## config.mk

```make
export PLATFORM = sky130hd
export DESIGN_NAME = ram8k_arbiter
export DESIGN_NICKNAME = d
export VERILOG_FILES = /design/src/rtl/ram8k_arbiter_pkg.sv /design/src/rtl/ram8k_arbiter_rr_pick2.sv /design/src/rtl/ram8k_arbiter.sv
export SDC_FILE = /design/constraint.sdc
export NUM_CORES = 1
export LEC_CHECK = 0
export CAP_MARGIN = 30
export CORE_MARGIN = 1.5
export CORE_UTILIZATION = 39
export DETAILED_ROUTE_END_ITERATION = 7
export PLACE_DENSITY = 0.82
export REMOVE_ABC_BUFFERS = 1
export SLEW_MARGIN = 20
export SYNTH_ARGS = -nofsm -noshare
export SYNTH_HDL_FRONTEND = slang
export SYNTH_SLANG_ARGS = --single-unit
```

## constraint.sdc

```tcl
create_clock -name clk -period 1.6 [get_ports clk]
set_input_delay 0.16 -clock clk [delete_from_list [all_inputs] [get_ports clk]]
set_output_delay 0.16 -clock clk [all_outputs]
set_load 0.005 [all_outputs]
```

## src/rtl/ram8k_arbiter_pkg.sv

```systemverilog
// Shared definitions for the two-port RAM8K arbiter: widths, state and
// priority-pointer encodings, and the latched command payload.
package ram8k_arbiter_pkg;

  localparam int unsigned ADDR_W = 13;
  localparam int unsigned DATA_W = 16;

  typedef enum logic {
    IDLE = 1'b0,
    BUSY = 1'b1
  } state_t;

  typedef enum logic {
    REQ_A = 1'b0,
    REQ_B = 1'b1
  } ptr_t;

  typedef struct packed {
    logic              we;
    logic [ADDR_W-1:0] addr;
    logic [DATA_W-1:0] wdata;
  } cmd_t;

  // Round-robin: after a grant, priority moves to the requester that lost.
  function automatic ptr_t other_ptr(input logic granted_b);
    return granted_b ? REQ_A : REQ_B;
  endfunction

endpackage

```

## src/rtl/ram8k_arbiter_rr_pick2.sv

```systemverilog
// Two-way round-robin picker: a sole requester wins; on a tie the
// requester named by ptr wins.
module rr_pick2
  import ram8k_arbiter_pkg::*;
(
  input  logic a_req,
  input  logic b_req,
  input  logic ptr,
  output logic sel_a,
  output logic sel_b,
  output logic any
);

  always_comb begin
    any   = a_req | b_req;
    sel_a = a_req & (~b_req | (ptr == REQ_A));
    sel_b = b_req & (~a_req | (ptr == REQ_B));
  end

endmodule

```

## src/rtl/ram8k_arbiter.sv

```systemverilog
// Arbitrates two requesters onto a single RAM8K port: one access per
// IDLE/BUSY pair, round-robin on ties, registered grant/read-valid pulses.
module ram8k_arbiter
  import ram8k_arbiter_pkg::*;
(
  input  logic        clk,
  input  logic        reset,
  input  logic        a_req,
  input  logic        a_we,
  input  logic [12:0] a_addr,
  input  logic [15:0] a_wdata,
  input  logic        b_req,
  input  logic        b_we,
  input  logic [12:0] b_addr,
  input  logic [15:0] b_wdata,
  output logic        a_gnt,
  output logic        b_gnt,
  output logic        a_rvalid,
  output logic        b_rvalid,
  output logic [15:0] a_rdata,
  output logic [15:0] b_rdata,
  output logic [15:0] ram_in,
  output logic        ram_load,
  output logic [12:0] ram_address,
  input  logic [15:0] ram_out
);

  state_t             r_state;
  state_t             w_state_nxt;
  ptr_t               r_ptr;
  ptr_t               w_ptr_nxt;
  cmd_t               r_cmd;
  cmd_t               w_cmd_nxt;
  logic               r_load;
  logic               w_load_nxt;
  logic               r_a_gnt;
  logic               w_a_gnt_nxt;
  logic               r_b_gnt;
  logic               w_b_gnt_nxt;
  logic               r_a_rvalid;
  logic               w_a_rvalid_nxt;
  logic               r_b_rvalid;
  logic               w_b_rvalid_nxt;
  logic [DATA_W-1:0]  r_a_rdata;
  logic [DATA_W-1:0]  w_a_rdata_nxt;
  logic [DATA_W-1:0]  r_b_rdata;
  logic [DATA_W-1:0]  w_b_rdata_nxt;
  logic               w_sel_a;
  logic               w_sel_b;
  logic               w_any;

  rr_pick2 u_pick (
    .a_req (a_req),
    .b_req (b_req),
    .ptr   (r_ptr),
    .sel_a (w_sel_a),
    .sel_b (w_sel_b),
    .any   (w_any)
  );

  // State register
  always_ff @(posedge clk) begin
    if (reset) begin
      r_state <= IDLE;
    end else begin
      r_state <= w_state_nxt;
    end
  end

  // Next-state logic
  always_comb begin
    w_state_nxt = r_state;
    case (r_state)
      IDLE:    if (w_any) w_state_nxt = BUSY;
      BUSY:    w_state_nxt = IDLE;
      default: w_state_nxt = IDLE;
    endcase
  end

  // Output logic: next values of the registered outputs and latched command
  always_comb begin
    w_cmd_nxt      = r_cmd;
    w_ptr_nxt      = r_ptr;
    w_load_nxt     = 1'b0;
    w_a_gnt_nxt    = 1'b0;
    w_b_gnt_nxt    = 1'b0;
    w_a_rvalid_nxt = 1'b0;
    w_b_rvalid_nxt = 1'b0;
    w_a_rdata_nxt  = r_a_rdata;
    w_b_rdata_nxt  = r_b_rdata;
    case (r_state)
      IDLE: begin
        if (w_any) begin
          if (w_sel_a) begin
            w_cmd_nxt.we    = a_we;
            w_cmd_nxt.addr  = a_addr;
            w_cmd_nxt.wdata = a_wdata;
          end else begin
            w_cmd_nxt.we    = b_we;
            w_cmd_nxt.addr  = b_addr;
            w_cmd_nxt.wdata = b_wdata;
          end
          w_load_nxt  = w_cmd_nxt.we;
          w_a_gnt_nxt = w_sel_a;
          w_b_gnt_nxt = w_sel_b;
          w_ptr_nxt   = other_ptr(w_sel_b);
        end
      end
      BUSY: begin
        // RAM8K read is combinational on the held address; capture it now.
        if (!r_cmd.we) begin
          if (r_a_gnt) begin
            w_a_rvalid_nxt = 1'b1;
            w_a_rdata_nxt  = ram_out;
          end
          if (r_b_gnt) begin
            w_b_rvalid_nxt = 1'b1;
            w_b_rdata_nxt  = ram_out;
          end
        end
      end
      default: ;
    endcase
  end

  // Output and command registers
  always_ff @(posedge clk) begin
    if (reset) begin
      r_cmd      <= '0;
      r_ptr      <= REQ_A;
      r_load     <= 1'b0;
      r_a_gnt    <= 1'b0;
      r_b_gnt    <= 1'b0;
      r_a_rvalid <= 1'b0;
      r_b_rvalid <= 1'b0;
      r_a_rdata  <= '0;
      r_b_rdata  <= '0;
    end else begin
      r_cmd      <= w_cmd_nxt;
      r_ptr      <= w_ptr_nxt;
      r_load     <= w_load_nxt;
      r_a_gnt    <= w_a_gnt_nxt;
      r_b_gnt    <= w_b_gnt_nxt;
      r_a_rvalid <= w_a_rvalid_nxt;
      r_b_rvalid <= w_b_rvalid_nxt;
      r_a_rdata  <= w_a_rdata_nxt;
      r_b_rdata  <= w_b_rdata_nxt;
    end
  end

  assign a_gnt       = r_a_gnt;
  assign b_gnt       = r_b_gnt;
  assign a_rvalid    = r_a_rvalid;
  assign b_rvalid    = r_b_rvalid;
  assign a_rdata     = r_a_rdata;
  assign b_rdata     = r_b_rdata;
  assign ram_load    = r_load;
  assign ram_address = r_cmd.addr;
  assign ram_in      = r_cmd.wdata;

endmodule

```

Yosys cells after proc, flatten, opt, wreduce, memory -nomap -nowiden. Index checks and enable logic that the tools add are counted.

Flip-flop bits (word level): 69. Output and inout port bits: 66.

Multiplexer cells: 6. Bitwise logic cells: 11. Reduce and logical (&&, ||, !) cells: 5.

Operator list (count): 30-bit two-way mux (1); 1-bit inverter (6); 3-bit AND reduction (2); 3-bit OR reduction (2); 1-bit two-way mux (4); 1-bit OR (3); 1-bit AND (2); 1-bit one-hot mux with 2 select lines (1); 2-bit AND reduction (1).

Logic depth before layout (Yosys ltp). Gate-level depths: netlist (run 1).

Word-level depth: 4. Depth in mapped cells: 6. Mapped depth without buffers: 3.

Hierarchy. Synthesis (run 1) repeated with hierarchy kept, for this count alone.

Cell total of the unflattened synthesis: 294. Area, all modules: 2852.7 µm².

Modules (own cells, without submodules): ram8k_arbiter (times used 1, cells each 290, area each 2827.7 µm²); rr_pick2 (times used 1, cells each 4, area each 25.0 µm²).

Worst setup path after synthesis (run 1). Ideal clock, no wire load.

Kind: register to register. From: register r_state. To: register r_cmd (netlist bit ram_address[10]). Library setup time: 0.122 ns. Arrival time: 1.053 ns. Required time: 1.478 ns. Setup slack: 0.426 ns. Cell stages (with the launch flop): 5. Buffers on the path: 2. Period minus slack after synthesis: 1.174 ns. Cells stage by stage: dfxtp_1 -> buf_4 -> o21ba_1 -> buf_2 -> a221o_1.

Cells in the longest elaborated chain, start to end: 2.

RTL lines: start: declaration (line ram8k_arbiter.sv:28) `state_t r_state;`; start signal: assignment (line ram8k_arbiter.sv:66) `r_state <= w_state_nxt;`; 1-bit inverter; 2-bit AND reduction (no line); end signal: assignment (line ram8k_arbiter.sv:139) `r_cmd <= w_cmd_nxt;`; end: declaration (line ram8k_arbiter.sv:32) `cmd_t r_cmd;`.

No other way between the ends. A chain may end at the register's enable or synchronous reset.

Worst setup path in the final report (run 1).
From: register r_cmd (netlist bit ram_in[5]). To: output port ram_in[5].

RTL lines: end: declaration (line ram8k_arbiter.sv:22) `output logic [15:0] ram_in,`.

No word-level cell between the ends.

==> flow_summary.ini, run 1 <==
[outcome]
outcome = finished clean

[cells_and_area]
multiInputGateArea_um2 = 1020
num-nets-final = 489
drive_above_1_share_pct = 6.76
n_antenna_cell = 0
fin_util_pct = 62.7
final_cell_mix = clkdlybuf4s50_1, dfxtp_1, nand2_1, a21oi_1
layout.area.seq_um2 = 1380
area_delta_synth_final_pct = 55.2
fillers = 622
finish.instance_area_um2 = 4280
mostFrequentLayoutCell = clkdlybuf4s50_1

[place]
gp_congestion = 0.760
dpl.hpwl_um = 5400
placed_cell_area_um2 = 4110
portBuffers = 145
pre_cts_ws_ns = -0.0884

[clock_tree]
cts_resized = 0
cts_tree = built
cts.htree.levels = 3
cts_num_sinks = 69
ctsLongestPathBuffers = 2
root_buffer = clkbuf_8
clk_latency_ns = 0.33
clkTransAtPathRegs_ns = 0.07
holdBufCountCts = 0
cts_setup_buffers = 0
cts_made_buffers = 9

[pwr]
p_leak_nw = 1.67
pwr-share-seq_pct = 49.8
combPwrFrac_pct = 17.4
power_mw = 3.80
power.density_nw_per_um2 = 886
p_sw_share_pct = 23.5
p_clk_share_pct = 32.8
ir_worst_vdd_v = 0.000432
p_int_mw = 2.90
p_switching_uw = 891

[drt]
postRouteAntennaNets = 0
drt_iter0_drc = 84
vias = 2560
drc = 0
wl_per_cell_um = 14.6
firstDrtPassIters = 4
wirelength_um = 7450
vias_per_cell = 5.02

[yosys]
synth_top_area_share_pct = 50.1
mappedNetlistArea_um2 = 2760
postSynthCellCount = 295
synth_ff_type = dfxtp_1
postSynthAreaPerCell_um2 = 9.35
ys_ff_latch = 69
synth_area_leaders = dfxtp_1, a221o_1, nand2_1
yosys_warnings = 0
synth_cell_type_count = 22
seq_area_frac_synth_pct = 50.1
synth_edf_count = 0
synth-async-reset-ratio_pct = 0
synth_top_cell_by_area = dfxtp_1

[worst_setup_path]
path_cells = clkdlybuf4s50_1
r2r-end = ram_address[6]
r2r_cells = 4
rrSetupSlack_ns = 0.24
cp-start-kind = flip-flop
crit_buf_inv = 1
cp_slowest_stage_delay_ns = 0.52
worstReg2RegStart = r_state
worstSetupPathType = reg2out
worstPathMaxFanout = 2
slowest_stage = clkdlybuf4s50_1
cp-end-kind = output port
crit_family = buffers and inverters
cp.arrival_ns = 1.22
critical_path_required_ns = 1.44

[min_path]
hold_path.startpoint = ram_out[14]
min_to = a_rdata[14]
hold_path_depth = 3
hold_path_class = in2reg

[sta]
rsz0062_at_grt = no
finalSetupViolations = 0
drv_slew = 0
max_slew_margin_pct = 77.7
finalCritPeriodShare_pct = 86.5
timing.hold.ws_ns = 0.413
fin_ws_ns = 0.216
finalHoldViolCount = 0
worst_clock_skew_ns = 0.00542
fin_crit_ns = 1.38
worst_pin_slew_ns = 0.331
max_freq_ghz = 0.723

[floorplanning]
die_h_um = 87.1
die_w_um = 87.1
die_area_um2 = 7590
rows = 30
ios = 146
coreArea_um2 = 6830
start_util_pct = 40.4

[grt]
grt.total_usage_pct = 20.5
grt_pass1_wl_um = 11900
antenna_found_initial = 0
first_global_vias = 2570
grt.overflow.total = 0
grt_max_degree = 36

[job]
maxCapViolCount = 0
==> kinds of logic (layout without fill, tap and decap cells) <==
kind of cell    count (synthesis)  after routing  synth area share, %
compound gates                 67             67                 18.4
buf+inv                        54            173                 13.0
flops                          69             69                 50.1
mux                             1              1                0.363
simple gates                  104            104                 18.2
==> sequential cells by signal, summed over array words and instances, names as in the netlist <==
name         cells
r_state          1
ram_address     13
b_rvalid         1
ram_load         1
a_rvalid         1
r_ptr            1
ram_in          16
a_rdata         16
b_gnt            1
a_gnt            1
b_rdata         16
r_cmd            1
==> through the flow <==
step | setup TNS, ns | instances
after floorplan | -2.46 | 243
after detailed placement | -2.31 | 494
final | 0 | 510
after CTS | 0 | 510
after global routing | 0 | 510
after global placement | -0.428 | 494
==> how the worst max path moves through the flow <==
stage / from / end / slack, ns / cells after the start
after detailed placement: b_req / ram_address[8] / -0.09 / 5
after global placement: a_req / ram_in[2] / -0.02 / 5
final: ram_in[5] / ram_in[5] / 0.22 / 1
after floorplan: r_ptr / ram_address[0] / -0.08 / 3
after global routing: a_gnt / a_gnt / 0.18 / 1
after CTS: a_gnt / a_gnt / 0.21 / 1
==> routing by layer <==
metal | vias to the layer above | part of all wire, % | track usage (%)
met5 | - | 0 | 0
met4 | 0 | 1.1 | 8.23
met3 | 6 | 11 | 7.77
met2 | 149 | 51 | 36.6
met1 | 1172 | 37 | 21.7
li1 | 1233 | - | -
==> power groups by stage <==
stage	clock (mW)	combinational [mW]	sequential (mW)
CTS	1.28	0.666	1.89
global placement	0	0.649	1.93
floorplan	0	0.168	1.92
detailed placement	0	0.665	1.92
finish	1.25	0.660	1.89
global route	1.34	0.714	1.90
==> final cells by class <==
| type | count | area share (%) |
|---|---|---|
| clock buffer | 12 | 3.62 |
| clock inverter | 4 | 0.526 |
| inverter | 2 | 0.175 |
| multi-input combinational | 172 | 23.8 |
| sequential | 69 | 32.3 |
| tap | 96 | 2.80 |
| timing repair buffer | 155 | 36.8 |
==> synth_stat cells (2+ instances only) <==
cell and instances:
buf_2 10, a221o_1 29, a21oi_1 33, dfxtp_1 69, clkbuf_1 8, and3b_1 2, buf_6 4, nor2_1 4
inv_1 2, nand2_1 64, buf_4 30, nand3b_1 2, and3_1 29
Note: power is estimated with default switching activity, not from simulation.
==> inputs of run 2 (changes only) <==
CORE_MARGIN = unset   (was 1.5)
==> run 2 against run 1 <==
- combinational power grew 0.9%
- clock power is 10% higher
- worst hold slack lost 0.0093 ns
- fmax grew 1.1%
- sequential power about the same
- via count decreased by 0.98%
- die area is 2.3% lower
- non-clock buffer count is 1 higher
- critical endpoint is now ram_address[8]
==> flow_summary.ini, run 2 (synthesis results as in run 1) <==
[worst_setup_path]
cp-start-kind = flip-flop
worstSetupPathType = reg2out
crit_buf_inv = 1
crit_family = buffers and inverters
path_cells = clkdlybuf4s50_1
worstPathMaxFanout = 2
rrSetupSlack_ns = 0.24
cp.arrival_ns = 1.21
critical_path_required_ns = 1.44
slowest_stage = clkdlybuf4s50_1
cp-end-kind = output port
cp_slowest_stage_delay_ns = 0.52

[drt]
met2_length_um = 3740
vias = 2535
maxUsedRoutingLayer = met4
vias_per_cell = 4.96
wl_met1_um = 2880
wl_per_cell_um = 14.5
postRouteAntennaNets = 0
met3_length_um = 691
drt_iter0_drc = 93
firstDrtPassIters = 5
wirelength_um = 7410
drc = 0

[clock_tree]
cts_resized = 0
clk_latency_ns = 0.33
ctsLongestPathBuffers = 2
cts.htree.levels = 3
clkTransAtPathRegs_ns = 0.07
cts_setup_buffers = 0
cts_made_buffers = 9
holdBufCountCts = 0
root_buffer = clkbuf_8
cts_num_sinks = 69
cts_tree = built

[sta]
worst_clock_skew_ns = 0.00907
worst_pin_slew_ns = 0.356
max_slew_margin_pct = 76.3
finalCritPeriodShare_pct = 85.6
finalHoldViolCount = 0
rsz0062_at_grt = no
finalSetupViolations = 0
fin_crit_ns = 1.37
max_freq_ghz = 0.730
drv_slew = 0

[grt]
grt.overflow.total = 0
grt_pass1_wl_um = 12000
first_global_vias = 2568
antenna_found_initial = 0
grt_max_degree = 36
grt.total_usage_pct = 20.9

[min_path]
hold_path_class = in2reg

[pwr]
p_leak_nw = 1.67
ir_worst_vdd_v = 0.000393
power_mw = 3.93
power.density_nw_per_um2 = 913

[floorplanning]
die_w_um = 86.1
start_util_pct = 40.4
rows = 30
ios = 146
die_area_um2 = 7410
die_h_um = 86.1
coreArea_um2 = 6830

[outcome]
outcome = finished clean

[job]
maxCapViolCount = 0

[place]
gp_congestion = 0.757
dpl.hpwl_um = 5330
portBuffers = 145

[cells_and_area]
area_delta_synth_final_pct = 56.1
final_cell_mix = clkdlybuf4s50_1, dfxtp_1, nand2_1, a21oi_1
n_antenna_cell = 0
drive_above_1_share_pct = 6.75
fin_util_pct = 63.0
mostFrequentLayoutCell = clkdlybuf4s50_1
num-nets-final = 490
[run 2: cell types whose count changed in the layout (fill, tap and decap cells not counted), sizes merged]
cell | before | now
buf | 10 | 11
clkinv | 3 | 2
bufinv | 0 | 1
[run 2: power breakdown]
group,switching [mW],internal (mW),total (mW)
clock network,0.621,0.759,1.38
logic,0.219,0.446,0.666
registers,0.0665,1.82,1.89
[run 2: worst paths after layout]
| kind | cells after the start | endpoint | startpoint |
|---|---|---|---|
| setup / recovery | 1 | ram_address[8] | ram_address[8] |
| hold / removal | 3 | a_rdata[10] | ram_out[10] |
| setup reg to reg | 4 | ram_in[7] | r_state |
| hold reg to reg | 2 | b_rdata[15] | b_rdata[15] |
[run 2: layer usage]
metal  global-route usage (%)  vias up
met4                     7.27        0
met5                        0        -
met2                     36.8      126
met3                     8.47       11
li1                         -     1235
met1                     22.7     1163
[run 2: cell type report]
class                   instances  area, um^2
multi-input cells             172        1020
inverters                       2        7.51
well taps                      96         120
flip-flops and latches         69        1380
clock buffers                  12         145
repair buffers                156        1580
fillers                       588        2530
clock inverters                 4        47.5
[run 2: metrics by stage]
step / setup slack [ns] / setup TNS [ns] / std cells / hold WS (ns) / instance area (um^2)
2_1_floorplan: -0.0847 / -2.46 / 243 / 0.229 / 2410
3_3_place_gp: -0.0152 / -0.387 / 495 / 0.441 / 4110
3_5_place_dp: -0.0640 / -1.60 / 495 / 0.447 / 4110
4_1_cts: 0.202 / 0 / 511 / 0.386 / 4310
5_1_grt: 0.155 / 0 / 511 / 0.391 / 4310
6_report: 0.231 / 0 / 511 / 0.403 / 4310
